File: src/rtl/dm_access_ctrl_pkg.sv
// Shared encodings for the data-memory access controller and its store shaper.
package dm_access_ctrl_pkg;

  // Load-type selectors, as consumed by the load-data extender
  localparam logic [2:0] LD_W  = 3'b000;
  localparam logic [2:0] LD_BU = 3'b001;
  localparam logic [2:0] LD_B  = 3'b010;
  localparam logic [2:0] LD_HU = 3'b011;
  localparam logic [2:0] LD_H  = 3'b100;

  // Store sizes
  localparam logic [1:0] ST_B = 2'b00;
  localparam logic [1:0] ST_H = 2'b01;
  localparam logic [1:0] ST_W = 2'b10;

  // Default data-memory window
  localparam logic [31:0] DM_BASE_DEF = 32'h0000_0000;
  localparam logic [31:0] DM_SIZE_DEF = 32'h0000_3000;

  typedef enum logic [1:0] {
    S_IDLE  = 2'b00,
    S_ISSUE = 2'b01,
    S_WAIT  = 2'b10,
    S_RESP  = 2'b11
  } state_t;

  // Natural-alignment check; byte accesses and unknown load types never fault.
  function automatic logic addr_misaligned(input logic       we,
                                           input logic [2:0] ldsel,
                                           input logic [1:0] stsz,
                                           input logic [1:0] alow);
    logic r;
    r = 1'b0;
    if (we) begin
      case (stsz)
        ST_H:    r = alow[0];
        ST_W:    r = |alow;
        default: r = 1'b0;
      endcase
    end else begin
      case (ldsel)
        LD_W:        r = |alow;
        LD_HU, LD_H: r = alow[0];
        default:     r = 1'b0;
      endcase
    end
    return r;
  endfunction

endpackage

File: src/rtl/dm_access_ctrl_store.sv
// Combinational store shaper: byte enables plus lane-replicated write data.
module dm_store_shaper
  import dm_access_ctrl_pkg::*;
(
  input  logic [1:0]  i_stsz,
  input  logic [1:0]  i_addrlow,
  input  logic [31:0] i_wdata,
  output logic [3:0]  o_be,
  output logic [31:0] o_wdata
);

  // Replicate the right-justified datum across every lane it may land in
  always_comb begin
    o_be    = 4'b0000;
    o_wdata = i_wdata;
    case (i_stsz)
      ST_B: begin
        o_be    = 4'b0001 << i_addrlow;
        o_wdata = {4{i_wdata[7:0]}};
      end
      ST_H: begin
        o_be    = i_addrlow[1] ? 4'b1100 : 4'b0011;
        o_wdata = {2{i_wdata[15:0]}};
      end
      ST_W: begin
        o_be    = 4'b1111;
        o_wdata = i_wdata;
      end
      default: begin
        o_be    = 4'b0000;
        o_wdata = i_wdata;
      end
    endcase
  end

endmodule

File: src/rtl/dm_access_ctrl.sv
// MEM-stage sequencer for a single-port synchronous data memory with fixed
// read latency: address checks, store shaping, pipeline stall, and extender
// control aligned with returning read data.
module dm_access_ctrl
  import dm_access_ctrl_pkg::*;
#(
  parameter int          MEM_LAT = 2,
  parameter logic [31:0] DM_BASE = DM_BASE_DEF,
  parameter logic [31:0] DM_SIZE = DM_SIZE_DEF
) (
  input  logic        clk,
  input  logic        reset,
  input  logic        req_valid,
  input  logic        req_we,
  input  logic [2:0]  req_ldsel,
  input  logic [1:0]  req_stsz,
  input  logic [31:0] req_addr,
  input  logic [31:0] req_wdata,
  input  logic        flush,
  output logic        stall,
  output logic        mem_en,
  output logic [3:0]  mem_we,
  output logic [31:0] mem_addr,
  output logic [31:0] mem_wdata,
  output logic [1:0]  ext_addrlow,
  output logic [2:0]  ext_ldsel,
  output logic        done,
  output logic        exc_adel,
  output logic        exc_ades,
  output logic [31:0] bad_addr
);

  localparam logic [2:0]  LAT_M1 = 3'(MEM_LAT - 1);
  localparam logic [32:0] LO     = {1'b0, DM_BASE};

  state_t      r_state, w_next;
  logic [2:0]  r_cnt;
  logic        r_we;
  logic [3:0]  r_be;
  logic [31:0] r_waddr;
  logic [31:0] r_wdata;
  logic [1:0]  r_addrlow;
  logic [2:0]  r_ldsel;

  logic [3:0]  w_be;
  logic [31:0] w_wdata;
  logic [32:0] w_off;
  logic        w_in_range;
  logic        w_err;
  logic        w_accept;

  dm_store_shaper u_shaper (
    .i_stsz    (req_stsz),
    .i_addrlow (req_addr[1:0]),
    .i_wdata   (req_wdata),
    .o_be      (w_be),
    .o_wdata   (w_wdata)
  );

  // Borrow out of the offset subtraction means the address is below the window
  assign w_off      = {1'b0, req_addr} - LO;
  assign w_in_range = !w_off[32] && (w_off[31:0] < DM_SIZE);
  assign w_err      = addr_misaligned(req_we, req_ldsel, req_stsz, req_addr[1:0]) || !w_in_range;
  assign w_accept   = (r_state == S_IDLE) && req_valid && !flush && !w_err;

  assign mem_addr    = r_waddr;
  assign mem_wdata   = r_wdata;
  assign ext_addrlow = r_addrlow;
  assign ext_ldsel   = r_ldsel;

  // State register
  always_ff @(posedge clk) begin
    if (reset) r_state <= S_IDLE;
    else       r_state <= w_next;
  end

  // Latency counter: loaded on issue, counts down through WAIT
  always_ff @(posedge clk) begin
    if (reset)                                 r_cnt <= 3'd0;
    else if (r_state == S_ISSUE)               r_cnt <= LAT_M1;
    else if (r_state == S_WAIT && r_cnt != 0)  r_cnt <= r_cnt - 3'd1;
  end

  // Capture the accepted op; extender controls only move on acceptance
  always_ff @(posedge clk) begin
    if (reset) begin
      r_we      <= 1'b0;
      r_be      <= 4'b0000;
      r_waddr   <= 32'h0;
      r_wdata   <= 32'h0;
      r_addrlow <= 2'b00;
      r_ldsel   <= LD_W;
    end else if (w_accept) begin
      r_we      <= req_we;
      r_be      <= w_be;
      r_waddr   <= {req_addr[31:2], 2'b00};
      r_wdata   <= w_wdata;
      r_addrlow <= req_addr[1:0];
      r_ldsel   <= req_we ? LD_W : req_ldsel;
    end
  end

  // Next-state and per-state outputs; a WAIT entered with count 1 is the last
  always_comb begin
    w_next   = r_state;
    stall    = 1'b0;
    mem_en   = 1'b0;
    mem_we   = 4'b0000;
    done     = 1'b0;
    exc_adel = 1'b0;
    exc_ades = 1'b0;
    bad_addr = 32'h0;
    case (r_state)
      S_IDLE: begin
        if (req_valid && !flush) begin
          if (w_err) begin
            exc_adel = !req_we;
            exc_ades = req_we;
            bad_addr = req_addr;
          end else begin
            stall  = 1'b1;
            w_next = S_ISSUE;
          end
        end
      end
      S_ISSUE: begin
        stall  = 1'b1;
        mem_en = 1'b1;
        mem_we = r_we ? r_be : 4'b0000;
        if (flush)             w_next = S_IDLE;
        else if (MEM_LAT == 1) w_next = S_RESP;
        else                   w_next = S_WAIT;
      end
      S_WAIT: begin
        stall = 1'b1;
        if (flush)            w_next = S_IDLE;
        else if (r_cnt <= 1)  w_next = S_RESP;
      end
      S_RESP: begin
        done   = 1'b1;
        w_next = S_IDLE;
      end
      default: w_next = S_IDLE;
    endcase
  end

endmodule

File: config.mk
export PLATFORM = sky130hd
export DESIGN_NAME = dm_access_ctrl
export DESIGN_NICKNAME = d
export VERILOG_FILES = /design/src/rtl/dm_access_ctrl_pkg.sv /design/src/rtl/dm_access_ctrl_store.sv /design/src/rtl/dm_access_ctrl.sv
export SDC_FILE = /design/constraint.sdc
export NUM_CORES = 1
export LEC_CHECK = 0
export ABC_AREA = 1
export CAP_MARGIN = 20
export CORE_MARGIN = 2
export CORE_UTILIZATION = 40
export CTS_CLUSTER_SIZE = 24
export DETAILED_ROUTE_END_ITERATION = 7
export PLACE_DENSITY = 0.75
export SYNTH_ARGS = -nofsm -noshare
export SYNTH_HDL_FRONTEND = slang
export SYNTH_SLANG_ARGS = --single-unit
File: constraint.sdc
create_clock -name clk -period 3.9 [get_ports clk]
set_input_delay 0.78 -clock clk [delete_from_list [all_inputs] [get_ports clk]]
set_output_delay 0.78 -clock clk [all_outputs]
set_load 0.01 [all_outputs]
==> results of run 1 <==
[cell families (layout without fill, tap and decap cells)]
logic type,Yosys count,after routing
buffers and inverters,122,289
DFF,77,77
and+or+nand+nor,261,261
other,1,2
adders and majority gates,10,10
AOI/OAI and AO/OA,95,95
[final timing paths]
path | end | cells after the start | from
hold / removal | mem_addr[19] | 2 | mem_addr[19]
setup / recovery | bad_addr[10] | 11 | req_stsz[0]
hold reg to reg | mem_addr[19] | 2 | mem_addr[19]
setup reg to reg | mem_wdata[6] | 8 | r_state[0]
[sequential cells by signal (all words and copies together) (netlist names)]
signal and cells:
ext_ldsel 3, r_cnt 3, mem_wdata 32, r_state 2
r_we 1, r_be 4, ext_addrlow 2, mem_addr 30
[power by group]
| group | switching (mW) | internal (mW) |
|---|---|---|
| clock | 0.324 | 0.306 |
| sequential | 0.00846 | 0.799 |
| combinational | 0.274 | 0.241 |
[worst reg2reg max path, cell delays in order (launching register included)]
cell and delay (ps):
dfxtp_1 380, inv_1 100, ha_1 240, inv_1 110, nor2_4 60, nand3_4 80, buf_4 600, nand2_1 140
a21oi_1 180
[routing by layer]
metal | wire length [µm] | GRT usage, % | up-vias
li1 | - | - | 2151
met3 | 1010 | 5.36 | 14
met4 | 194 | 7.79 | 0
met5 | 0 | 0 | -
met1 | 5010 | 27.8 | 1955
met2 | 5910 | 38.3 | 162
[stage by stage]
step | hold WS, ps | std cells
detailed placement | 428 | 851
finish | 446 | 867
global route | 464 | 867
global placement | 425 | 851
CTS | 448 | 867
floorplan | 439 | 567
[synth_stat cells (2+ instances only)]
master / n
nand3_1: 10
nor2_1: 76
inv_1: 79
nand2_1: 115
buf_6: 7
nand4_1: 55
o21ai_0: 17
inv_2: 2
dfxtp_1: 77
buf_4: 14
a21oi_1: 66
buf_2: 10
clkbuf_1: 9
a211oi_1: 3
o22ai_1: 8
ha_1: 10
[layout make-up]
class                           instances  area (µm²)
Clock inverter                          7        83.8
Tap cell                              133         166
Timing Repair Buffer                  192        1900
Clock buffer                            9         124
Fill cell                             894        3680
Multi-Input combinational cell        368        1790
Inverter                               81         304
Sequential cell                        77        1540
==> results.md, run 1 <==
- Sequential share of the synthesized area: between 30% and 40%
- Crit path top cell by count: nand2_1
- GRT overflow: 0
- WP data required: ~3100 ps
- Worst Setup End Kind: primary output
- Unique masters post-synth: 24
- Final Setup Violations: 0
- GP Congestion: 0.936
- Mapped Area: just under 0.004 mm²
- Final core utilization: 61.6%
- Largest family of logic cells by synthesized area: simple AND/OR/NAND/NOR gates
- Crit path max-delay family: buffers and inverters
- Cts hold-fix bufs: 0
- RSZ-0062 raised after global routing: false
- Status: completed
- Clock Latency Late Sink: around 340 ps
- # IOs: around 180
- Worst path bufs/invs: 4
- Clock Pin Slew Worst Setup and Hold Paths: 80 ps
- Crit path largest cell delay: around 550 ps
- Synth warnings: 0
- Number of CTS-inserted buffers: 9
- Layout cell share with drive strength beyond 1: under 10%
- DP HPWL: 8770 µm
- Number of global-route vias before repair: about 4000
- Final worst slack: 154 ps
- Commonest non-fill, non-tap cell in the layout: clkdlybuf4s50_1
- Pwr Total: roughly 2.0 mW
- Yosys top cell by area: dfxtp_1
- EDFF count, synth: 0
- Pre-CTS setup slack: 173 ps
- Buffer count from post-CTS setup fixing: 0
- CTS resizes: 0
- Total number of vias: ~4300
- Simple-Gate Fraction of Synth Area: 29.7%
- Top cell type's share of synthesized area: between 30% and 40%
- Final #Nets: around 810
- Wire per inst: roughly 14 µm
- Htree depth: 3
- Routed wire length: ~12000 µm
- Worst EP arrival: between 2000 and 3000 ps
- Post-synth ARST share: 0%
- Slew Viols, Final: 0
- Router iterations before antenna repair: 5
- Clock sinks: slightly below 80
- Row count: 36
- Initial core utilization: between 40% and 50%
- # DRC: 0
- Most frequent cells in the layout: clkdlybuf4s50_1, nand2_1, inv_1
- Total Die Area: 0.0105 mm²
- Top_reg_cell synth: dfxtp_1
- IO Port Bufs: about 180
- GRT Resource Usage Total: about 22%
- Die Y: approximately 100 µm
- P per Cell Area: between 300 and 400 mW/mm²
- Max IR drop VDD: around 0.28 mV
- Layout Area Growth over Synthesis: 51.7%
- First-pass GRT wire length: ~19000 µm
- Maxcap violations: 0
- Synth Area in XOR/XNOR: 0%
- Worst hold path class: register to register
- Actual slew at the worst max-slew pin: approximately 930 ps
- Post-synthesis mux area share: 0%
- Clk_skew: just under 7 ps
- Antenna Violating Nets Remaining: 0
- Final hold violations: 0
- Worst Setup Start Kind: input pin
- Relative slew slack: around 38%
- Yosys reg bits: between 70 and 80
- Pleak: 2.31 nW
- Final instance area: about 0.0059 mm²
- Max Buffers Root-to-Sink: 2
- FMAX: 267 MHz
- Fin crit period: approximately 3700 ps
- Synth Area in Compound Gates: ~13%
- CTS tree: done
- Crit-path cells: clkdlybuf4s50_1, inv_1, ha_1, nand2_1, o21ai_1, nand2_2, nand2_1, nand2_1, buf_12, nor2_1, clkdlybuf4s50_1
- R2R Setup Slk: between 1500 and 2000 ps
- Crit-path max FO: 34
- N_diodes: 0
- Core Region: around 0.0096 mm²
- Fin crit share: a little over nine tenths
- Syn avg cell area: 6.88 µm²
- DR iter-0 viols: between 200 and 250
- Final setup TNS: 0 ps
- Antenna violations before repair: 0
- Worst path slowest cell: clkdlybuf4s50_1
- Clock root buffer: clkbuf_8
- Vias per cell: between 4 and 5
- Die X: 103 µm
- Largest cells by area after synthesis: dfxtp_1, nand2_1, nand4_1, a21oi_1, inv_1
- Setup Crit Path Kind: input pin to primary output
- Adder-Cell Fraction of Synth Area: under 10%
- Largest net degree at the start of global routing: 73
- Cells after Synth: 566
- Placed Area: between 0.005 and 0.006 mm²
Power figures use the tool's default switching activity.
==> run 2: changes to the inputs <==
Settings changed: ABC_CLOCK_PERIOD_IN_PS set to 3900.
==> results of run 2 <==
Same layout as run 1: the final DEF is identical, and so are final timing and power.
